File: src/rtl/alu_result_writeback.sv
// Execute-stage result consumer: in-order FIFO retiring one result per cycle to the register file, with operand forwarding.
// Latency: stored results retire no earlier than the next cycle; with WB_BYPASS_EN defined, a result arriving at an idle, unstalled buffer is written the same cycle.
// Backpressure: ex_ready depends only on occupancy; wb_stall holds the head entry in place and never drops it.
module alu_result_writeback #(
    parameter int XLEN  = 32,
    parameter int REGW  = 5,
    parameter int DEPTH = 4
) (
    input  logic            clk,
    input  logic            reset,
    input  logic            ex_valid,
    output logic            ex_ready,
    input  logic [REGW-1:0] ex_rd,
    input  logic            ex_ss,
    input  logic [XLEN-1:0] ex_result,
    input  logic            wb_stall,
    output logic            wb_we,
    output logic [REGW-1:0] wb_rd,
    output logic            wb_ss,
    output logic [XLEN-1:0] wb_data,
    input  logic [REGW-1:0] fwd_rs1,
    input  logic [REGW-1:0] fwd_rs2,
    output logic            fwd_hit1,
    output logic            fwd_hit2,
    output logic [XLEN-1:0] fwd_data1,
    output logic [XLEN-1:0] fwd_data2,
    output logic            busy
);

    localparam int PW = $clog2(DEPTH);
    localparam int CW = PW + 1;

    typedef struct packed {
        logic [REGW-1:0] rd;
        logic            ss;
        logic [XLEN-1:0] data;
    } entry_t;

    entry_t          mem [DEPTH];
    logic [DEPTH-1:0] vld;
    logic [PW-1:0]   wr_ptr;
    logic [PW-1:0]   rd_ptr;
    logic [CW-1:0]   count;
    logic [PW-1:0]   slot [DEPTH];

    logic accept;
    logic discard;
    logic bypass;
    logic push;
    logic pop;

    assign ex_ready = (count != CW'(DEPTH));
    assign busy     = (count != '0);
    assign accept   = ex_valid & ex_ready;
    // Scalar writes to x0 have no architectural effect, so they are swallowed here.
    assign discard  = (ex_rd == '0) & ~ex_ss;
    assign pop      = busy & ~wb_stall;

`ifdef WB_BYPASS_EN
    assign bypass = accept & ~discard & ~busy & ~wb_stall;
`else
    assign bypass = 1'b0;
`endif

    assign push = accept & ~discard & ~bypass;

    // Write port: head entry by default, the incoming result when it bypasses the buffer.
    always_comb begin
        wb_we   = pop;
        wb_rd   = mem[rd_ptr].rd;
        wb_ss   = mem[rd_ptr].ss;
        wb_data = mem[rd_ptr].data;
        if (bypass) begin
            wb_we   = 1'b1;
            wb_rd   = ex_rd;
            wb_ss   = ex_ss;
            wb_data = ex_result;
        end
    end

    // Buffer slots ordered oldest (k=0) to youngest.
    always_comb begin
        for (int k = 0; k < DEPTH; k++) begin
            slot[k] = rd_ptr + PW'(k);
        end
    end

    // Forwarding scan runs oldest to youngest so the youngest match is left standing.
    always_comb begin
        fwd_hit1  = 1'b0;
        fwd_hit2  = 1'b0;
        fwd_data1 = '0;
        fwd_data2 = '0;
        for (int k = 0; k < DEPTH; k++) begin
            if (vld[slot[k]] && (fwd_rs1 != '0) && (mem[slot[k]].rd == fwd_rs1)) begin
                fwd_hit1  = 1'b1;
                fwd_data1 = mem[slot[k]].data;
            end
            if (vld[slot[k]] && (fwd_rs2 != '0) && (mem[slot[k]].rd == fwd_rs2)) begin
                fwd_hit2  = 1'b1;
                fwd_data2 = mem[slot[k]].data;
            end
        end
    end

    // FIFO storage, pointers and occupancy; push and pop never touch the same slot in one cycle.
    always_ff @(posedge clk or posedge reset) begin
        if (reset) begin
            for (int i = 0; i < DEPTH; i++) begin
                mem[i] <= '0;
            end
            vld    <= '0;
            wr_ptr <= '0;
            rd_ptr <= '0;
            count  <= '0;
        end else begin
            if (push) begin
                mem[wr_ptr] <= '{rd: ex_rd, ss: ex_ss, data: ex_result};
                vld[wr_ptr] <= 1'b1;
                wr_ptr      <= wr_ptr + PW'(1);
            end
            if (pop) begin
                vld[rd_ptr] <= 1'b0;
                rd_ptr      <= rd_ptr + PW'(1);
            end
            case ({push, pop})
                2'b10:   count <= count + CW'(1);
                2'b01:   count <= count - CW'(1);
                default: count <= count;
            endcase
        end
    end

endmodule

File: config.mk
export PLATFORM = sky130hd
export DESIGN_NAME = alu_result_writeback
export DESIGN_NICKNAME = d
export VERILOG_FILES = /design/src/rtl/alu_result_writeback.sv
export SDC_FILE = /design/constraint.sdc
export NUM_CORES = 1
export LEC_CHECK = 0
export ABC_CLOCK_PERIOD_IN_PS = 7000
export CAP_MARGIN = 20
export CELL_PAD_IN_SITES_DETAIL_PLACEMENT = 0
export CELL_PAD_IN_SITES_GLOBAL_PLACEMENT = 1
export CORE_ASPECT_RATIO = 1.5
export CORE_MARGIN = 8
export CORE_UTILIZATION = 47
export CTS_CLUSTER_DIAMETER = 40
export DETAILED_ROUTE_END_ITERATION = 8
export PLACE_DENSITY_LB_ADDON = 0.12
export SLEW_MARGIN = 20
export SYNTH_ARGS = -nofsm -noshare
export SYNTH_HDL_FRONTEND = slang
export SYNTH_SLANG_ARGS = --single-unit
File: constraint.sdc
create_clock -name clk -period 7 [get_ports clk]
set_input_delay 1.4 -clock clk [delete_from_list [all_inputs] [get_ports clk]]
set_output_delay 1.4 -clock clk [all_outputs]
set_load 0.005 [all_outputs]
; Yosys cells after proc, flatten, opt, wreduce, memory -nomap -nowiden
; Index checks and enable logic that the tools add are counted.
[word_totals]
word_cells = 131
input_bits = 52
register_bits = 163
output_inout_bits = 107
[classes]
n_mux = 46
n_addsub = 6
n_reduce_logical = 24
magnitude_cmp = 13
n_eq_ne = 11
n_bitwise = 15
[ops]
columns = op, n
row1 = 2-to-1 mux 38 bit, 9
row2 = binary-select mux 38 bit (select 2 bit), 4
row3 = 2-to-1 mux 32 bit, 8
row4 = bitwise mux 152 bit, 1
row5 = demux 38 bit (select 2 bit), 1
row6 = == test 5 bit, 8
row7 = logical AND 1 bit, 19
row8 = >= comparator 3 bit (second input constant), 5
row9 = less-than comparator 2 x 3 -> 1 bit (second input constant), 5
row10 = NOT 2 -> 3 bit, 5
row11 = 2-to-1 mux 1 bit, 14
row12 = nonzero test 5 bit, 2
row13 = binary-select mux 1 bit (select 2 bit), 4
row14 = 2-to-1 mux 4 bit, 2
row15 = one-hot mux 3 bit (2 select lines), 1
row16 = logical NOT 5 bit, 1
row17 = adder 2 x 1 -> 2 bit (second input constant), 2
row18 = adder 2 bit (second input constant), 2
row19 = bitwise AND 1 bit, 4
row20 = bitwise AND 4 bit, 1
row21 = demux 1 bit (select 2 bit), 2
row22 = >= comparator 2 x 1 -> 1 bit (second input constant), 2
row23 = NOT 4 bit, 1
row24 = bitwise OR 4 bit, 1
row25 = 9 further kinds, 11

; Logic depth before layout (Yosys ltp)
[logic_depth]
word_depth = 10
ltp_mapped = 19

; Worst setup path after synthesis
; No wires, ideal clock.
[synth_timing]
path_type = register -> output
from = reg rd_ptr[0]
to = out fwd_data2[26]
stages_incl_launch_ff = 19
required_ns = 5.600
setup_slack_ns = 1.368
arrival_ns = 4.232
cell_sequence = dfrtp_1 > buf_6 > buf_6 > buf_6 > buf_2 > buf_2 > buf_2 > buf_4 > inv_1 > ha_1 > buf_2 > mux4_2 > xnor2_1 > and3_1 > and4b_1 > buf_2 > clkbuf_1 > a211o_1 > o221a_1
[synth_rtl]
columns = element, line_no
row1 = start: declaration, 42  ; logic [PW-1:0] rd_ptr;
row2 = start signal: assignment, 124  ; rd_ptr <= rd_ptr + PW'(1);
row3 = end: declaration, 26  ; output logic [XLEN-1:0] fwd_data2,

==> results_dict.tcl <==
set metrics [dict create \
    maxCapViolCount 0 \
    vias_per_cell 6.47 \
    routed_wl_um 35500 \
    postSynth.asyncResetShare_pct 100 \
    critical_path_arrival_ns 4.96 \
    worstMarginPinSlew_ns 1.07 \
    hold_viol 0 \
    setup_violations 0 \
    grt_overflow 0 \
    yosysUniqueCellTypes 56 \
    portBuffers 158 \
    cts_setup_buffers 0 \
    slowest_delay_ns 0.68 \
    die_area_um2 32200 \
    cp_max_fo 25 \
    regToRegSetupSlack_ns 4.51 \
    synthesis.nets 1003 \
    drt_iter0_drc 538 \
    finalWeightedCongestion 0.881 \
    rsz0062_at_grt "false" \
    fp.dieH_um 216 \
    tritoncts "built" \
    ant_nets 0 \
    grt_usage_pct 22.5 \
    fin_nets 1112 \
    synth.cell_area_um2 12500 \
    cts.sinks 163 \
    fin_hold_ws_ns 0.500 \
    clk_pin_slew_ns 0.06 \
    grt_pass1_vias 9566 \
    ir_worst_vdd_mv 0.367 \
    hp-class "flip-flop to flip-flop" \
    cts_buffers 17 \
    drv_slew 0 \
    fillCellCount 2269 \
    num_rows 73 \
    tns_ns 0 \
    worstPathRequired_ns 5.60 \
    grt_pass1_wl_um 55300 \
    hold_buffers 0 \
    vias 9077 \
    slew_headroom_pct 28.1 \
    start_util_pct 47.5 \
    antenna_found_initial 4 \
    p_per_area_nw_per_um2 593 \
    io_pins 159 \
    fin_skew_ns 0.00885 \
    core_um2 26300 \
    synth_seq_area_share_pct 32.7 \
    drive_gt1_share_pct 36.0 \
    cp-end-kind "output port" \
    cts_root_buffer "clkbuf_16" \
    drc 0 \
    die_w_um 149 \
    synth_edf_count 0 \
    synth_ff_type "dfrtp_1" \
    clock_latency_ns 0.43 \
    p_leak_nw 5.53 \
    syn_inst 941 \
    yosys-top-cells-area "dfrtp_1 33%, mux4_2 28%, mux2_2 14%, mux2i_1 3.4%, o221ai_1 2.7%" \
    status "complete, no violations" \
    cp-start-kind "flip-flop" \
    cts_max_level 4 \
    first_pass_iters 5 \
    fmax_ghz 0.157 \
    synthDominantCellAreaShare_pct 32.7 \
    yosys_warnings 0 \
    drt-wirelength-per-cell_um 25.3 \
    avgSynthCellArea_um2 13.3 \
    cts_buffer_depth 2 \
    ctsResizeCount 0 \
    critPathSlowestCell "dfrtp_4" \
    worstSetupPathType "flip-flop to output port" \
    min_period_over_period_pct 90.8 \
    dp_hpwl_um 24100 \
    timing.final.crit_period_ns 6.36 \
    ys_ff_latch 163 \
    path_cells "inv_1, ha_4, mux4_2, xnor2_1, nand4_1, nor2_4, o211ai_4, o221ai_1, clkdlybuf4s50_1" \
    synthToLayoutAreaGrowth_pct 18.7 \
    post-synth-top-area-cell "dfrtp_1" \
    grt_max_degree 156 \
]
critical path, delay by kind of cell (launching register included):
family | cells | cell delay [ns]
simple gates | 2 | 0.69
compound gates | 2 | 0.96
mux | 1 | 0.62
flops | 1 | 0.68
fa+ha+maj | 1 | 0.59
buf+inv | 2 | 0.75
xor+xnor | 1 | 0.18
layer usage:
| layer | global-route usage, % | routed length [um] |
|---|---|---|
| met5 | 0 | 9 |
| met4 | 9.15 | 1110 |
| met3 | 3.69 | 1690 |
| met2 | 39.8 | 19100 |
| met1 | 26.3 | 13700 |
stage by stage:
stage	setup WS [ns]	area [um^2]	utilization, %	instances	power, W
3_5_place_dp	1.07	14200	54.1	1368	0.00790
5_1_grt	0.396	14800	56.4	1403	0.00939
4_1_cts	0.591	14800	56.4	1400	0.00888
2_1_floorplan	1.20	12500	-	941	0.00604
6_report	0.643	14800	56.4	1403	0.00880
3_3_place_gp	1.09	14200	54.1	1368	0.00783
synth_stat cells, drive strengths merged, types with 2 or more instances:
cell    number
a211oi      12
o21ai        3
xor2        10
a221oi      12
nor2        27
dfrtp      163
and2         2
or4          3
nor3         3
and3         4
nand3       11
inv         37
o221ai      38
nand2       56
mux4       153
clkbuf      27
a211o        9
nor2b        9
mux2       152
a22oi        4
nand3b       8
nand4        5
buf         64
ha           9
o221a       10
mux2i       43
o211ai       6
nand2b      13
nor4         2
or2          2
xnor2       35
logic make-up after synthesis:
family,share of synthesized area [%]
AO/OA/AOI/OAI,7.03
XOR/XNOR,3.15
adder cells (fa/ha/maj),1.06
buffers and inverters,5.18
flip-flops,32.7
multiplexers,44.7
AND/OR/NAND/NOR,6.19
area by class of cell:
type                       instances  area [um^2]  area share [%]
antenna                            3         7.51          0.0506
clock inverter                    10          121           0.818
timing repair buffer             181         1770            11.9
multi-input combinational        650         7810            52.7
tap                              337          422            2.84
inverter                          37          144           0.970
sequential                       163         4090            27.5
clock buffer                      22          474            3.20
registers in the layout, summed over array words and instances, names as in the netlist:
| name | flops |
|---|---|
| wr_ptr | 2 |
| count | 3 |
| mem | 152 |
| rd_ptr | 2 |
| vld | 4 |
cells in the final DEF (no fill, tap or decap), types with 10 or more instances in the layout:
| cell type | netlist | layout |
|---|---|---|
| a221oi_1 | 11 | 11 |
| buf_4 | 7 | 22 |
| clkbuf_16 | 0 | 17 |
| clkdlybuf4s50_1 | 0 | 158 |
| dfrtp_1 | 163 | 161 |
| inv_1 | 37 | 36 |
| mux2_2 | 152 | 152 |
| mux2i_1 | 43 | 43 |
| mux4_2 | 153 | 153 |
| nand2_1 | 55 | 51 |
| nand2b_1 | 13 | 13 |
| nand3_1 | 11 | 11 |
| nor2_1 | 23 | 22 |
| o221ai_1 | 38 | 38 |
| xnor2_1 | 35 | 35 |
| xor2_1 | 10 | 10 |
where the power goes:
| group | switching, W | total, W | internal (W) |
|---|---|---|---|
| clock | 0.000397 | 0.000954 | 0.000557 |
| combinational | 0.00250 | 0.00584 | 0.00335 |
| sequential | 0.000564 | 0.00200 | 0.00144 |
| total | 0.00346 | 0.00880 | 0.00534 |
path summary, 6_finish.rpt:
path                                 from      endpoint  depth (start not counted)
min in group asynchronous           reset        mem[3]                          2
worst min register to register   count[0]      count[0]                          1
worst min-delay path             count[0]      count[0]                          1
worst max register to register  rd_ptr[1]     rd_ptr[1]                          5
max in group asynchronous           reset     rd_ptr[1]                          3
worst max-delay path            rd_ptr[1]  fwd_data1[1]                          9
Note: power is estimated with default switching activity, not from simulation.
